==> src/rtl/fetch_unit.sv <==
// fetch_unit -- instruction-fetch stage of the RV32I core.
//
// Holds the PC and drives it as a byte address into IMEM. The word that IMEM
// returns is registered together with its PC and offered to decode over a
// valid/ready handshake. Taken branches and jumps redirect the PC and flush
// the held instruction. A misaligned redirect target, or a fetch from a word
// index at or beyond MEM_DEPTH_WORDS, traps into a sticky FAULT state that
// only rst_n clears.
//
// Optional feature: define FETCH_PERF_EN to build the two 32-bit performance
// counters. Without it, both perf outputs are tied to zero.
//
// Parameters
//   RESET_PC         PC loaded on reset
//   MEM_DEPTH_WORDS  IMEM depth in 32-bit words
// Ports
//   clk, rst_n       rising-edge clock, asynchronous active-low reset
//   imem_addr        byte address to IMEM (the PC register)
//   imem_instr       instruction word read combinationally at imem_addr
//   redirect_valid   branch/jump taken this cycle
//   redirect_pc      redirect target byte address
//   if_valid         if_pc/if_instr hold a fetched instruction
//   if_ready         decode accepts if_* this cycle
//   if_pc, if_instr  PC and word of the held instruction
//   if_pc_plus4      if_pc + 4, combinational
//   fault            sticky fetch fault
//   fault_cause      0 none, 1 misaligned redirect, 2 out-of-range fetch
//   fault_pc         offending address
//   perf_fetch_cnt   instructions transferred to decode
//   perf_stall_cnt   cycles with if_valid && !if_ready
module fetch_unit #(
   parameter logic [31:0] RESET_PC        = 32'h0000_0000,
   parameter int unsigned MEM_DEPTH_WORDS = 1024
) (
   input  logic        clk,
   input  logic        rst_n,
   output logic [31:0] imem_addr,
   input  logic [31:0] imem_instr,
   input  logic        redirect_valid,
   input  logic [31:0] redirect_pc,
   output logic        if_valid,
   input  logic        if_ready,
   output logic [31:0] if_pc,
   output logic [31:0] if_instr,
   output logic [31:0] if_pc_plus4,
   output logic        fault,
   output logic [1:0]  fault_cause,
   output logic [31:0] fault_pc,
   output logic [31:0] perf_fetch_cnt,
   output logic [31:0] perf_stall_cnt
);

   typedef enum logic [1:0] {
      ST_IDLE  = 2'd0,
      ST_RUN   = 2'd1,
      ST_FAULT = 2'd2
   } state_t;

   localparam logic [31:0] DEPTH_WORDS    = 32'(MEM_DEPTH_WORDS);
   localparam logic [31:0] NOP_INSTR      = 32'h0000_0013;
   localparam logic [1:0]  CAUSE_NONE     = 2'd0;
   localparam logic [1:0]  CAUSE_MISALIGN = 2'd1;
   localparam logic [1:0]  CAUSE_RANGE    = 2'd2;

   state_t      state_r, state_n;
   logic [31:0] pc_r, pc_n;
   logic        if_valid_r, if_valid_n;
   logic [31:0] if_pc_r, if_pc_n;
   logic [31:0] if_instr_r, if_instr_n;
   logic        fault_r, fault_n;
   logic [1:0]  cause_r, cause_n;
   logic [31:0] fault_pc_r, fault_pc_n;
   logic        fire_s;
   logic        in_range_s;

   // The output register can take a new word when it is empty or being drained.
   assign fire_s     = !if_valid_r || if_ready;
   // Range is judged on the word index, so the two low PC bits never matter.
   assign in_range_s = ({2'b00, pc_r[31:2]} < DEPTH_WORDS);

   // Next-state and next-value logic; redirect outranks fetch, fetch outranks stall.
   always_comb begin
      state_n    = state_r;
      pc_n       = pc_r;
      if_valid_n = if_valid_r;
      if_pc_n    = if_pc_r;
      if_instr_n = if_instr_r;
      fault_n    = fault_r;
      cause_n    = cause_r;
      fault_pc_n = fault_pc_r;
      case (state_r)
         ST_IDLE: begin
            state_n = ST_RUN;
         end
         ST_RUN: begin
            if (redirect_valid) begin
               // Flush regardless of if_ready: the held instruction is on the wrong path.
               if_valid_n = 1'b0;
               if (redirect_pc[1:0] == 2'b00) begin
                  pc_n = redirect_pc;
               end else begin
                  state_n    = ST_FAULT;
                  fault_n    = 1'b1;
                  cause_n    = CAUSE_MISALIGN;
                  fault_pc_n = redirect_pc;
               end
            end else if (fire_s) begin
               if (in_range_s) begin
                  if_valid_n = 1'b1;
                  if_pc_n    = pc_r;
                  if_instr_n = imem_instr;
                  pc_n       = pc_r + 32'd4;
               end else begin
                  state_n    = ST_FAULT;
                  if_valid_n = 1'b0;
                  fault_n    = 1'b1;
                  cause_n    = CAUSE_RANGE;
                  fault_pc_n = pc_r;
               end
            end else begin
               // Stall: everything offered to decode holds.
               if_valid_n = if_valid_r;
            end
         end
         ST_FAULT: begin
            if_valid_n = 1'b0;
         end
         default: begin
            state_n    = ST_IDLE;
            if_valid_n = 1'b0;
         end
      endcase
   end

   // State, PC, output register and fault record.
   always_ff @(posedge clk or negedge rst_n) begin
      if (!rst_n) begin
         state_r    <= ST_IDLE;
         pc_r       <= RESET_PC;
         if_valid_r <= 1'b0;
         if_pc_r    <= 32'h0000_0000;
         if_instr_r <= NOP_INSTR;
         fault_r    <= 1'b0;
         cause_r    <= CAUSE_NONE;
         fault_pc_r <= 32'h0000_0000;
      end else begin
         state_r    <= state_n;
         pc_r       <= pc_n;
         if_valid_r <= if_valid_n;
         if_pc_r    <= if_pc_n;
         if_instr_r <= if_instr_n;
         fault_r    <= fault_n;
         cause_r    <= cause_n;
         fault_pc_r <= fault_pc_n;
      end
   end

   assign imem_addr   = pc_r;
   assign if_valid    = if_valid_r;
   assign if_pc       = if_pc_r;
   assign if_instr    = if_instr_r;
   assign if_pc_plus4 = if_pc_r + 32'd4;
   assign fault       = fault_r;
   assign fault_cause = cause_r;
   assign fault_pc    = fault_pc_r;

`ifdef FETCH_PERF_EN
   logic [31:0] fetch_cnt_r;
   logic [31:0] stall_cnt_r;
   logic        transfer_s;
   logic        stall_s;

   assign transfer_s = if_valid_r && if_ready;
   assign stall_s    = if_valid_r && !if_ready;

   // Free-running wrap-around counters of transfers and backpressure cycles.
   always_ff @(posedge clk or negedge rst_n) begin
      if (!rst_n) begin
         fetch_cnt_r <= 32'h0000_0000;
         stall_cnt_r <= 32'h0000_0000;
      end else begin
         if (transfer_s) begin
            fetch_cnt_r <= fetch_cnt_r + 32'd1;
         end else begin
            fetch_cnt_r <= fetch_cnt_r;
         end
         if (stall_s) begin
            stall_cnt_r <= stall_cnt_r + 32'd1;
         end else begin
            stall_cnt_r <= stall_cnt_r;
         end
      end
   end

   assign perf_fetch_cnt = fetch_cnt_r;
   assign perf_stall_cnt = stall_cnt_r;
`else
   assign perf_fetch_cnt = 32'h0000_0000;
   assign perf_stall_cnt = 32'h0000_0000;
`endif

endmodule

==> config.mk <==
export PLATFORM = sky130hd
export DESIGN_NAME = fetch_unit
export DESIGN_NICKNAME = d
export VERILOG_FILES = /design/src/rtl/fetch_unit.sv
export SDC_FILE = /design/constraint.sdc
export NUM_CORES = 1
export LEC_CHECK = 0
export ABC_AREA = 1
export CAP_MARGIN = 20
export CORE_AREA = 2 2 114 116
export CTS_BUF_LIST = sky130_fd_sc_hd__clkbuf_4
export DETAILED_ROUTE_END_ITERATION = 8
export DIE_AREA = 0 0 116 118
export DONT_BUFFER_PORTS = 1
export HOLD_SLACK_MARGIN = 0.06
export PLACE_DENSITY = 0.7
export SETUP_SLACK_MARGIN = 0.15
export SLEW_MARGIN = 15
export SYNTH_ARGS = -nofsm -noshare
export SYNTH_HDL_FRONTEND = slang
export SYNTH_SLANG_ARGS = --single-unit
==> constraint.sdc <==
create_clock -name clk -period 2.3 [get_ports clk]
set_input_delay 0.46 -clock clk [delete_from_list [all_inputs] [get_ports clk]]
set_output_delay 0.46 -clock clk [all_outputs]
set_load 0.05 [all_outputs]
==> Flow_metrics.wiki, run 1 <==
{| class="wikitable"
! Metric !! Value
|-
| CORE AREA || 12410 um2
|-
| Cell-by-cell trace of the critical path || inv_4 > nor3_4 > buf_6 > nand3_1 > inv_1 > nand2_1 > nand2_1 > nand2_1 > buf_12
|-
| Layout Cell Area excl Fill || 9597 um2
|-
| Crit-path max cell delay || about 0.45 ns
|-
| Number of levels in the clock H-tree || 4
|-
| Number of antenna repair diodes || 0
|-
| Unique cell type count in the Yosys netlist || 29
|-
| Sequential share of power || 0.461
|-
| Maximum clock frequency || 375.7 MHz
|-
| HPWL after detailed placement || 14210 um
|-
| Number of hold violations in the final report || approximately 130
|-
| Post-Route Skew || 0.02624 ns
|-
| Initial antenna violation count || 0
|-
| Maximum VDD drop || 0.8378 mV
|-
| WP data required || 1.84 ns
|-
| Async set-reset flop share out of synthesis || 1.000
|-
| Clock tree from TritonCTS || done
|-
| Final setup violating endpoints || 25
|-
| Die area || approximately 14000 um2
|-
| Cell at the root of the clock tree || clkbuf_4
|-
| Top FF cell, synth || dfrtp_1
|-
| Kind of start point of the critical path || flip-flop
|-
| I/O pin total || between 200 and 300
|-
| Initial core utilization || 0.5733
|-
| Area growth from synthesis to layout || 34.85%
|-
| Post-detailed-placement cell area || around 8300 um2
|-
| Final worst path period need || between 2 and 3 ns
|-
| Result of the run || complete, but fails checks
|-
| Detailed-route via count || 6680
|-
| Ratio of cells with drive above 1 in the final layout || 0.2538
|-
| Post-synthesis instance area || 7117 um2
|-
| Routability cong. || between 0.9 and 1
|-
| Final WL || 21490 um
|-
| Max-slew violation count || 0
|-
| Vertical die dimension || 118 um
|-
| Nets@finish || 1184
|-
| Min-delay worst type || in2async
|-
| Register clock-pin slew on the reported worst setup and hold paths || about 0.14 ns
|-
| Dominant cell type by count on the critical path || nand2_1
|-
| Final period util || 1.157
|-
| Worst slew pin tran || between 0.9 and 1 ns
|-
| Crit-path max FO || 3
|-
| Gate power share || 0.332
|-
| First-pass iteration count of the detailed router || 5
|-
| Hold buffers post-CTS || 33
|-
| Switching power || 0.004523 W
|-
| Width of the chip || roughly 120 um
|-
| Failing checks || negative hold slack, negative setup slack
|-
| Slew headroom || 0.3650
|-
| Critical path buffer and inverter count || 4
|-
| Worst slack after detailed placement || 0.03919 ns
|-
| Clock latency on the worst-skew pair || 0.58 ns
|-
| Maximum number of pins on one net before global-route repair || ~140
|-
| Classification of the worst setup path || reg2out
|-
| Crit path max-delay cell type || dfrtp_2
|-
| Max-cap violation count || 0
|-
| TritonCTS sink count || 134
|-
| CP endpoint kind || output port
|-
| RSZ-0062 raised after global routing || true
|-
| Proportion of netlist area held by the largest area contributor || 0.4606
|-
| Arrival @ worst endpoint || 2.20 ns
|-
| CTS buffer count || 17
|-
| Total routing resource utilization after global routing || 0.3011
|-
| Cell types occupying the most area after synthesis || dfrtp_1, nand2_1, buf_4, inv_1, o21ai_0
|-
| Rows || about 40
|-
| Power per standard cell area || 957.7 nW/um2
|-
| EDFF count, synth || 0
|-
| First DRT Iteration DRCs || about 500
|-
| Worst hold margin || -0.4273 ns
|-
| First-pass GRT wire length || roughly 32000 um
|-
| Flops & latches, synth || roughly 130
|-
| Number of nets still failing antenna checks after routing || 0
|-
| Worst Setup Slack, final || -0.3616 ns
|-
| Drt drc || 0
|-
| Sequential-to-total area share from yosys stat || 0.4717
|-
| Int Power || 0.004668 W
|-
| Clock group share of total power || 0.206
|-
| Via count normalized by instance count || between 5 and 6
|-
| Count of mapped cells out of synthesis || roughly 960
|-
| Standby leakage power || between 5 and 6 nW
|-
| Yosys warns || 0
|-
| Cell accounting for the most synthesized area || dfrtp_1
|-
| GR Overflow Total || 0
|-
| Port Buffer Count || 0
|-
| Average wire length per cell after detail routing || approximately 17 um
|-
| Buffers from clock root to sink, at most || 2
|-
| Top Family by Delay on Critical Path || simple AND/OR/NAND/NOR gates
|-
| Via count of the first global-routing pass || 6325
|-
| Average cell area after synthesis || 7.452 um2
|-
| Switching part of the total || 0.4921
|}
## synth_stat cells (all sizes together), types with 2 or more instances
cell type / instances
buf: 90
nor3: 12
dfrtp: 131
nand3: 41
clkbuf: 8
nand4: 15
ha: 2
nor2: 73
a21oi: 5
nand2: 388
inv: 92
o21ai: 59
xor2: 22
xnor2: 4
o21a: 2
dfstp: 3
a21boi: 3
## layout by cell type, fill, tap and decap left out, types with 4 or more instances in the layout
cell	instances
clkinvlp_4	4
buf_4	106
nor3_2	5
nand2_4	6
buf_12	20
nand4_1	15
nor2_1	55
dfrtp_1	109
buf_6	14
inv_2	10
nand3_1	37
nor2_4	13
clkbuf_4	19
bufinv_16	5
nand2_2	13
a21oi_1	5
xor2_4	13
xor2_2	7
nor2_2	6
nor3_4	4
conb_1	64
inv_1	80
nand2_1	369
dfrtp_2	22
dlygate4sd3_1	33
o21ai_0	59
## power by group through the flow
stage               registers [W]  clock network [W]  logic [W]
global placement          0.00428                  0    0.00288
detailed placement        0.00428                  0    0.00294
CTS                       0.00424            0.00191    0.00301
finish                    0.00424            0.00190    0.00305
floorplan                 0.00503                  0    0.00140
global route              0.00430            0.00202    0.00333
## sequential cells by signal (all words and copies together) (netlist names)
register,cells
fault,1
fault_cause,2
if_valid,1
if_instr,32
fault_pc,32
if_pc,32
state_r,2
imem_addr,32
## path summary, 6_finish.rpt
check                          startpoint              end  slack [ns]  depth (start not counted)
max in group asynchronous           rst_n      if_instr[0]        2.47                          0
hold / removal                      rst_n    imem_addr[13]       -0.43                          0
setup / recovery                if_pc[14]  if_pc_plus4[31]       -0.36                          9
setup reg to reg            imem_addr[19]     imem_addr[5]        0.32                         10
hold reg to reg                  if_pc[0]         if_pc[0]        0.50                          2
min in group clk           redirect_valid     fault_pc[23]        0.10                          3
## logic make-up (layout without fill, tap and decap cells)
| kind of cell | after synthesis | count (layout) | synth area share |
|---|---|---|---|
| and+or+nand+nor | 531 | 532 | 0.2975 |
| buffers and inverters | 190 | 298 | 0.1424 |
| DFF | 134 | 134 | 0.4717 |
| AOI/OAI and AO/OA | 71 | 71 | 0.05239 |
| xor gates and xnor gates | 26 | 26 | 0.03200 |
| adders and majority gates | 2 | 2 | 0.003516 |
| other | 1 | 64 | 0.0005269 |
## cell type report
type | instances | area, um2
Timing Repair Buffer | 174 | 1699
Multi-Input combinational cell | 695 | 3598
Tap cell | 172 | 215.2
Clock buffer | 19 | 142.6
Fill cell | 885 | 2818
Clock inverter | 13 | 205.2
Inverter | 92 | 351.6
Sequential cell | 134 | 3385
## routing by layer
metal,GRT usage,vias to the layer above,part of all wire
li1,-,3116,-
met1,0.3576,3141,0.37
met2,0.4931,357,0.50
met3,0.1097,66,0.096
met4,0.1213,0,0.034
met5,0,-,0
## metrics by stage
step                      TNS [ns]  power [W]  std cells  hold WS (ns)  utilization
after detailed placement         0   0.007225       1202        0.1676       0.6707
after global routing        -8.305   0.009653       1299       -0.4865       0.7730
after CTS                   -5.056   0.009163       1283       -0.4584       0.7510
final                       -5.862   0.009191       1299       -0.4273       0.7730
after floorplan                  0   0.006430       1018        0.1644            -
after global placement           0   0.007162       1202        0.1668       0.6707
## worst register-to-register path: stages (launching register included)
cell     delay (ns)
dfrtp_1        0.40
nor2_1         0.14
nand3_1        0.11
nor2_1         0.14
nand3_1        0.14
nand2_2        0.14
buf_4          0.22
nand2_1        0.10
inv_1          0.35
nand2_1        0.10
nand2_1        0.10
## what timing repair did
| action | CTS | global route |
|---|---|---|
| buffers inserted | 15 | 16 |
| endpoints found under the setup margin | 53 | 56 |
| cloned | 1 | 0 |
| hold endpoints to repair | 168 | 134 |
| resized for setup | 54 | 34 |
| pin swaps | 15 | 18 |
Note: power is estimated with default switching activity, not from simulation.
==> run 2, diff against run 1 <==
--- a/config.mk
+++ b/config.mk
@@ -7,3 +7,2 @@
 export LEC_CHECK = 0
-export ABC_AREA = 1
 export CAP_MARGIN = 20
@@ -15,3 +14,3 @@
 export HOLD_SLACK_MARGIN = 0.06
-export PLACE_DENSITY = 0.7
+export PLACE_DENSITY = 0.67
 export SETUP_SLACK_MARGIN = 0.15
--- a/constraint.sdc
+++ b/constraint.sdc
@@ -3,2 +3,2 @@
 set_output_delay 0.46 -clock clk [all_outputs]
-set_load 0.05 [all_outputs]
+set_load 0.005 [all_outputs]
==> Flow_metrics.wiki, run 2 <==
{| class="wikitable"
! Metric !! Value
|-
| Result of the run || complete, but fails checks (unchanged)
|-
| Failing checks || negative hold slack, negative setup slack (unchanged)
|-
| GR Overflow Total || 0 (unchanged)
|-
| Buffers from clock root to sink, at most || 2 (unchanged)
|-
| Clock tree from TritonCTS || done (unchanged)
|-
| Reg2reg path depth || 7 (was 10)
|-
| Max-slew violation count || 0 (unchanged)
|-
| Final period util || 1.072 (was 1.157)
|-
| Cell types occupying the most area after synthesis || dfrtp_1, buf_4, mux2_4, o21ai_0, nand2_1 (was dfrtp_1, nand2_1, buf_4, inv_1, o21ai_0)
|-
| Top-count cell post-synth || dfrtp_1 (was nand2_1)
|-
| Number of antenna repair diodes || 0 (unchanged)
|-
| Maximum number of pins on one net before global-route repair || 135 (unchanged)
|-
| Top FF cell, synth || dfrtp_1 (unchanged)
|-
| Number of hold violations in the final report || 134 (unchanged)
|-
| TritonCTS sink count || 134 (unchanged)
|-
| Sequential-to-total area share from yosys stat || 0.4929 (was 0.4717)
|-
| Clock latency on the worst-skew pair || 0.52 ns (was 0.58 ns)
|-
| Routability cong. || 0.7793 (was 0.9383)
|-
| Async set-reset flop share out of synthesis || 1.000 (unchanged)
|-
| Leading cell type in the layout, fill and taps excluded || dfrtp_1 (was nand2_1)
|-
| Post-synthesis instance area || 6810 um2 (was 7117 um2)
|-
| Reg2Reg Launch Point || imem_addr[12] (was imem_addr[19])
|-
| Slew headroom || 0.6108 (was 0.3650)
|-
| Worst slew pin tran || 0.5816 ns (was 0.9515 ns)
|-
| Nets@finish || 798 (was 1184)
|-
| First DRT Iteration DRCs || 218 (was 497)
|-
| CORE AREA || 12410 um2 (unchanged)
|-
| Crit-path max FO || 7 (was 3)
|-
| Final WL || 17880 um (was 21490 um)
|-
| Number of levels in the clock H-tree || 4 (unchanged)
|-
| Highest routed layer || met4 (unchanged)
|-
| Kind of start point of the critical path || flip-flop (unchanged)
|-
| Classification of the worst setup path || reg2out (unchanged)
|-
| Drt drc || 0 (unchanged)
|-
| Detailed-route via count || 4979 (was 6680)
|-
| First-pass iteration count of the detailed router || 4 (was 5)
|-
| HPWL after detailed placement || 11390 um (was 14210 um)
|-
| Number of nets still failing antenna checks after routing || 0 (unchanged)
|-
| Count of placed standard cells including taps || 818 (was 1202)
|-
| Most used standard cells in the synthesized netlist || dfrtp_1, nand2_1, buf_4, o21ai_0, mux2_4 (was nand2_1, dfrtp_1, inv_1, nor2_1, buf_4)
|-
| CTS buffer count || 17 (unchanged)
|-
| Max-cap violation count || 0 (unchanged)
|-
| Register clock-pin slew on the reported worst setup and hold paths || 0.13 ns (was 0.14 ns)
|-
| Width of the chip || 116 um (unchanged)
|-
| Min-delay worst type || in2async (unchanged)
|-
| Maximum VDD drop || 0.5491 mV (was 0.8378 mV)
|-
| Final setup violating endpoints || 18 (was 25)
|-
| Sum of met3 wire segment lengths after detailed routing || 1492 um (was 2059 um)
|-
| Initial core utilization || 0.5486 (was 0.5733)
|-
| Cell accounting for the most synthesized area || dfrtp_1 (unchanged)
|-
| Wire length on met1 || 6596 um (was 7888 um)
|-
| Via count normalized by instance count || 5.453 (was 5.142)
|-
| Hold buffers post-CTS || 38 (was 33)
|-
| Arrival @ worst endpoint || 2.01 ns (was 2.20 ns)
|-
| Total routing resource utilization after global routing || 0.2353 (was 0.3011)
|-
| Via count of the first global-routing pass || 4692 (was 6325)
|-
| I/O pin total || 296 (unchanged)
|-
| EDFF count, synth || 0 (unchanged)
|-
| Initial antenna violation count || 0 (unchanged)
|-
| Length of routed met2 wiring || 9426 um (was 10800 um)
|-
| Flops & latches, synth || 134 (unchanged)
|-
| First-pass GRT wire length || 25070 um (was 32090 um)
|-
| Ratio of cells with drive above 1 in the final layout || 0.2780 (was 0.2538)
|-
| Final worst path period need || 2.467 ns (was 2.662 ns)
|-
| Number of standard cells in the final layout excluding fillers || 913 (was 1299)
|-
| CP endpoint kind || output port (unchanged)
|-
| Unique cell type count in the Yosys netlist || 50 (was 29)
|-
| Worst Setup Slack, final || -0.1666 ns (was -0.3616 ns)
|-
| Vertical die dimension || 118 um (unchanged)
|-
| Fill cell total of the finished layout || 926 (was 885)
|-
| Rows || 41 (unchanged)
|-
| Cell at the root of the clock tree || clkbuf_4 (unchanged)
|-
| Average cell area after synthesis || 10.59 um2 (was 7.452 um2)
|-
| Average wire length per cell after detail routing || 19.59 um (was 16.54 um)
|-
| Count of mapped cells out of synthesis || 643 (was 955)
|-
| Power per standard cell area || 858.8 nW/um2 (was 957.7 nW/um2)
|-
| Area growth from synthesis to layout || 22.18% (was 34.85%)
|-
| RSZ-0062 raised after global routing || true (unchanged)
|-
| Proportion of netlist area held by the largest area contributor || 0.4814 (was 0.4606)
|-
| Yosys warns || 0 (unchanged)
|-
| Post-route setup TNS || -1.791 ns (was -5.862 ns)
|-
| Commonest cells after routing, fill and taps aside || dfrtp_1, nand2_1, conb_1, o21ai_0 (was nand2_1, dfrtp_1, buf_4, inv_1, conb_1)
|-
| Post-Route Skew || 0.01634 ns (was 0.02624 ns)
|-
| Port Buffer Count || 0 (unchanged)
|-
| Worst reg2reg path endpoint || if_instr[22] (was imem_addr[5])
|-
| Reg2reg setup slack || 0.07 ns (was 0.32 ns)
|-
| Standby leakage power || 3.996 nW (was 5.114 nW)
|-
| WP data required || 1.84 ns (about the same)
|-
| Die area || 13690 um2 (unchanged)
|-
| Worst hold margin || -0.3844 ns (was -0.4273 ns)
|-
| Maximum clock frequency || 405.4 MHz (was 375.7 MHz)
|}
[run 2: changes by cell type after synthesis, moves of 11 or more]
| cell | change |
|---|---|
| a21oi_1 | +11 |
| buf_2 | -11 |
| inv_1 | -77 |
| mux2_4 | +30 |
| mux2i_1 | +22 |
| nand2_1 | -307 |
| nand3_1 | -22 |
| nor2_1 | -45 |
| nor2b_1 | +18 |
| xnor2_1 | +15 |
| xor2_1 | -13 |
[run 2: stage by stage]
step	total power [W]	instance area (um2)	utilization	hold slack (ns)	setup WS (ns)
final	0.007145	8320	0.6702	-0.3844	-0.1666
after global routing	0.007590	8320	0.6702	-0.4478	-0.2872
after CTS	0.007080	7711	0.6211	-0.4319	-0.1633
after detailed placement	0.005434	6889	0.5549	0.1675	0.1016
after global placement	0.005348	6889	0.5549	0.1681	0.1556
after floorplan	0.004792	7047	-	0.1644	0.2360
[run 2: critical path: stages (launching register included)]
cell     delay [ns]
dfrtp_2        0.47
and4_1         0.21
and4_4         0.29
nand3_4        0.12
nor2_1         0.19
xnor2_1        0.19
[run 2: cell families (layout without fill, tap and decap cells)]
kind of cell             count (synthesis)  after routing  synth area share
AO/OA/AOI/OAI                          113            113           0.09940
adder cells (fa/ha/maj)                  2              2          0.003674
multiplexers                            65             65            0.1200
buffers and inverters                  107            142            0.1073
AND/OR/NAND/NOR                        193            193            0.1402
flip-flops                             134            134            0.4929
XOR/XNOR                                28             28           0.03601
other                                    1             64         0.0005506
[run 2: final cells by class]
type / instances / area (um2) / area share
clock inverters: 15 / 155.1 / 0.01865
well taps: 172 / 215.2 / 0.02586
repair buffers: 98 / 1039 / 0.1248
multi-input cells: 465 / 3366 / 0.4045
inverters: 12 / 45.04 / 0.005414
clock buffers: 17 / 127.6 / 0.01534
flip-flops and latches: 134 / 3373 / 0.4054
[run 2: worst max path at each step]
stage,start,end,cells past startpoint
6_report,if_pc[9],if_pc_plus4[26],5
5_1_grt,if_pc[14],if_pc_plus4[22],5
2_1_floorplan,redirect_valid,if_instr[10],7
3_5_place_dp,imem_addr[18],if_pc[10],6
3_3_place_gp,imem_addr[18],if_pc[7],6
4_1_cts,if_pc[14],if_pc_plus4[22],5
[run 2: power by group]
| part | switching, W | internal [W] | leakage (nW) | total [W] |
|---|---|---|---|---|
| sequential | 0.000744 | 0.00301 | 1.73 | 0.00376 |
| combinational | 0.000956 | 0.000883 | 2.12 | 0.00184 |
| clock | 0.000902 | 0.000648 | 0.140 | 0.00155 |
[run 2: repair_timing]
item / 4_1_cts / 5_1_grt
endpoints found under the setup margin: 58 / 73
cloned: 0 / 7
resized for setup: 38 / 71
pin swaps: 17 / 17
setup buffers: 3 / 15
hold endpoints to repair: 172 / 134
[run 2: routing by layer]
layer | vias to the layer above | track usage
li1 | 2263 | -
met1 | 2449 | 0.2656
met2 | 234 | 0.4053
met3 | 33 | 0.08342
met4 | 0 | 0.08631
met5 | - | 0
==> run 3, diff against run 2 <==
- CORE_AREA: 2 2 114 116 -> not set
- CORE_UTILIZATION: not set -> 46
- DIE_AREA: 0 0 116 118 -> not set
- PLACE_DENSITY: 0.67 -> 0.58
==> Flow_metrics.wiki, run 3 (synthesized netlist as in run 2, its figures left out) <==
{| class="wikitable"
! Metric !! Value
|-
| Initial core utilization || 0.4704 (was 0.5486)
|-
| Die area || 15300 um2 (was 13690 um2)
|-
| Average wire length per cell after detail routing || 18.05 um (was 19.59 um)
|-
| Min-delay worst type || in2async (unchanged)
|-
| Sequential share of power || 0.521 (was 0.526)
|-
| Worst hold margin || -0.3810 ns (was -0.3844 ns)
|-
| Int Power || 0.004659 W (was 0.004544 W)
|-
| Power per standard cell area || 894.7 nW/um2 (was 858.8 nW/um2)
|-
| Via count normalized by instance count || 5.316 (was 5.453)
|-
| Cell at the root of the clock tree || clkbuf_4 (unchanged)
|-
| Reg2reg path depth || 6 (was 7)
|-
| First-pass iteration count of the detailed router || 4 (unchanged)
|-
| Maximum VDD drop || 0.3981 mV (was 0.5491 mV)
|-
| Kind of start point of the critical path || flip-flop (unchanged)
|-
| Nets@finish || 787 (was 798)
|-
| Register clock-pin slew on the reported worst setup and hold paths || 0.11 ns (was 0.13 ns)
|-
| RSZ-0062 raised after global routing || true (unchanged)
|-
| Final setup violating endpoints || 18 (unchanged)
|-
| Ratio of cells with drive above 1 in the final layout || 0.2397 (was 0.2780)
|-
| Via count of the first global-routing pass || 4665 (was 4692)
|-
| First DRT Iteration DRCs || 219 (was 218)
|-
| Maximum clock frequency || 402.4 MHz (was 405.4 MHz)
|-
| Commonest cells after routing, fill and taps aside || dfrtp_1, nand2_1, conb_1, o21ai_0, dlygate4sd3_1 (was dfrtp_1, nand2_1, conb_1, o21ai_0)
|-
| Final worst path period need || 2.485 ns (was 2.467 ns)
|-
| Rows || 44 (was 41)
|-
| Number of nets still failing antenna checks after routing || 0 (unchanged)
|-
| Worst slew pin tran || 0.5886 ns (was 0.5816 ns)
|-
| Number of antenna repair diodes || 0 (unchanged)
|-
| Routability cong. || 0.7878 (was 0.7793)
|-
| I/O pin total || 296 (unchanged)
|-
| Initial antenna violation count || 0 (unchanged)
|-
| Vertical die dimension || 123.7 um (was 118 um)
|-
| Gate power share || 0.251 (was 0.257)
|-
| Crit-path max cell delay || 0.44 ns (was 0.47 ns)
|-
| Clock latency on the worst-skew pair || 0.53 ns (was 0.52 ns)
|-
| Area growth from synthesis to layout || 17.82% (was 22.18%)
|-
| Top Family by Delay on Critical Path || simple AND/OR/NAND/NOR gates (unchanged)
|-
| Final period util || 1.081 (was 1.072)
|-
| Clock tree from TritonCTS || done (unchanged)
|-
| Fill cell total of the finished layout || 1227 (was 926)
|-
| Arrival @ worst endpoint || 2.03 ns (was 2.01 ns)
|-
| Max-cap violation count || 0 (unchanged)
|-
| Worst Setup Slack, final || -0.1854 ns (was -0.1666 ns)
|-
| Crit-path max FO || 5 (was 7)
|-
| Post-detailed-placement cell area || 6857 um2 (was 6889 um2)
|-
| Crit path max-delay cell type || dfrtp_2 (unchanged)
|-
| Slew headroom || 0.6062 (was 0.6108)
|-
| Switching part of the total || 0.3510 (was 0.3641)
|-
| Number of levels in the clock H-tree || 4 (unchanged)
|-
| Final WL || 16500 um (was 17880 um)
|-
| Number of hold violations in the final report || 134 (unchanged)
|-
| HPWL after detailed placement || 10800 um (was 11390 um)
|-
| Port Buffer Count || 0 (unchanged)
|-
| Classification of the worst setup path || reg2out (unchanged)
|-
| Failing checks || negative hold slack, negative setup slack (unchanged)
|-
| Leading cell type in the layout, fill and taps excluded || dfrtp_1 (unchanged)
|-
| Total routing resource utilization after global routing || 0.2110 (was 0.2353)
|-
| CP endpoint kind || output port (unchanged)
|-
| Buffers from clock root to sink, at most || 2 (unchanged)
|-
| Post-Route Skew || 0.01787 ns (was 0.01634 ns)
|-
| Standby leakage power || 3.857 nW (was 3.996 nW)
|-
| Maximum number of pins on one net before global-route repair || 135 (unchanged)
|-
| Detailed-route via count || 4859 (was 4979)
|-
| First-pass GRT wire length || 24270 um (was 25070 um)
|-
| Critical path buffer and inverter count || 0 (unchanged)
|-
| Dominant cell type by count on the critical path || and4_4
|-
| Cell-by-cell trace of the critical path || and4_4 > and4_4 > and2_4 > nand4_1 > xnor2_2 (was and4_1 > and4_4 > nand3_4 > nor2_1 > xnor2_1)
|-
| Max-slew violation count || 0 (unchanged)
|-
| GR Overflow Total || 0 (unchanged)
|-
| Total Power || 0.007179 W (was 0.007145 W)
|-
| Path length in cells of the critical path || 5 (unchanged)
|-
| WP data required || 1.84 ns (about the same)
|-
| CTS buffer count || 17 (unchanged)
|-
| Switching power || 0.002520 W (was 0.002601 W)
|-
| Drt drc || 0 (unchanged)
|-
| Layout Cell Area excl Fill || 8024 um2 (was 8320 um2)
|-
| TritonCTS sink count || 134 (unchanged)
|-
| CORE AREA || 14480 um2 (was 12410 um2)
|-
| Width of the chip || 123.7 um (was 116 um)
|-
| Final cell utilization of the core || 0.5542 (was 0.6702)
|-
| Result of the run || complete, but fails checks (unchanged)
|-
| Clock group share of total power || 0.227 (was 0.217)
|}
run 3: per-stage QoR:
step / cells / TNS [ns] / worst slack [ns]
2_1_floorplan: 706 / 0 / 0.2360
3_3_place_gp: 827 / 0 / 0.1167
3_5_place_dp: 827 / 0 / 0.06988
4_1_cts: 910 / -2.667 / -0.2033
5_1_grt: 914 / -5.057 / -0.3650
6_report: 914 / -1.822 / -0.1854
run 3: cell type report:
cell class,count,area [um2],area share
clock buffer,19,142.6,0.01778
timing repair buffer,87,843.3,0.1051
multi-input combinational,465,3231,0.4026
sequential,134,3374,0.4206
clock inverter,13,157.7,0.01965
tap,184,230.2,0.02869
inverter,12,45.04,0.005614
run 3: layer usage:
layer,vias to the layer above,track usage,part of all wire
met5,-,0,0
met4,0,0.06099,0.0077
met3,9,0.08333,0.092
met2,204,0.3479,0.49
met1,2410,0.2539,0.41
li1,2236,-,-
run 3: path summary, 6_finish.rpt:
kind | from | endpoint | slack [ns]
min reg2reg | state_r[1] | if_valid | 0.49
max | if_pc[14] | if_pc_plus4[22] | -0.19
max in group asynchronous | rst_n | if_pc[17] | 2.39
min in group clk | redirect_pc[30] | imem_addr[30] | 0.12
max reg2reg | imem_addr[26] | if_instr[7] | 0.22
min | rst_n | if_instr[10] | -0.38
run 3: power by group through the flow:
stage               Sequential (W)  Combinational (W)  Clock (W)
detailed placement         0.00375            0.00172          0
CTS                        0.00371            0.00179    0.00171
global route               0.00385            0.00206    0.00181
global placement           0.00373            0.00167          0
finish                     0.00374            0.00180    0.00163
floorplan                  0.00362            0.00117          0
run 3: timing repair:
| item | CTS | global route |
|---|---|---|
| cloned | 1 | 0 |
| pin swaps | 22 | 14 |
| endpoints found under the hold margin | 177 | 135 |
| hold buffers | 43 | 1 |
| buffers inserted | 7 | 3 |
| gates resized for setup | 44 | 34 |
| setup endpoints to repair | 66 | 54 |
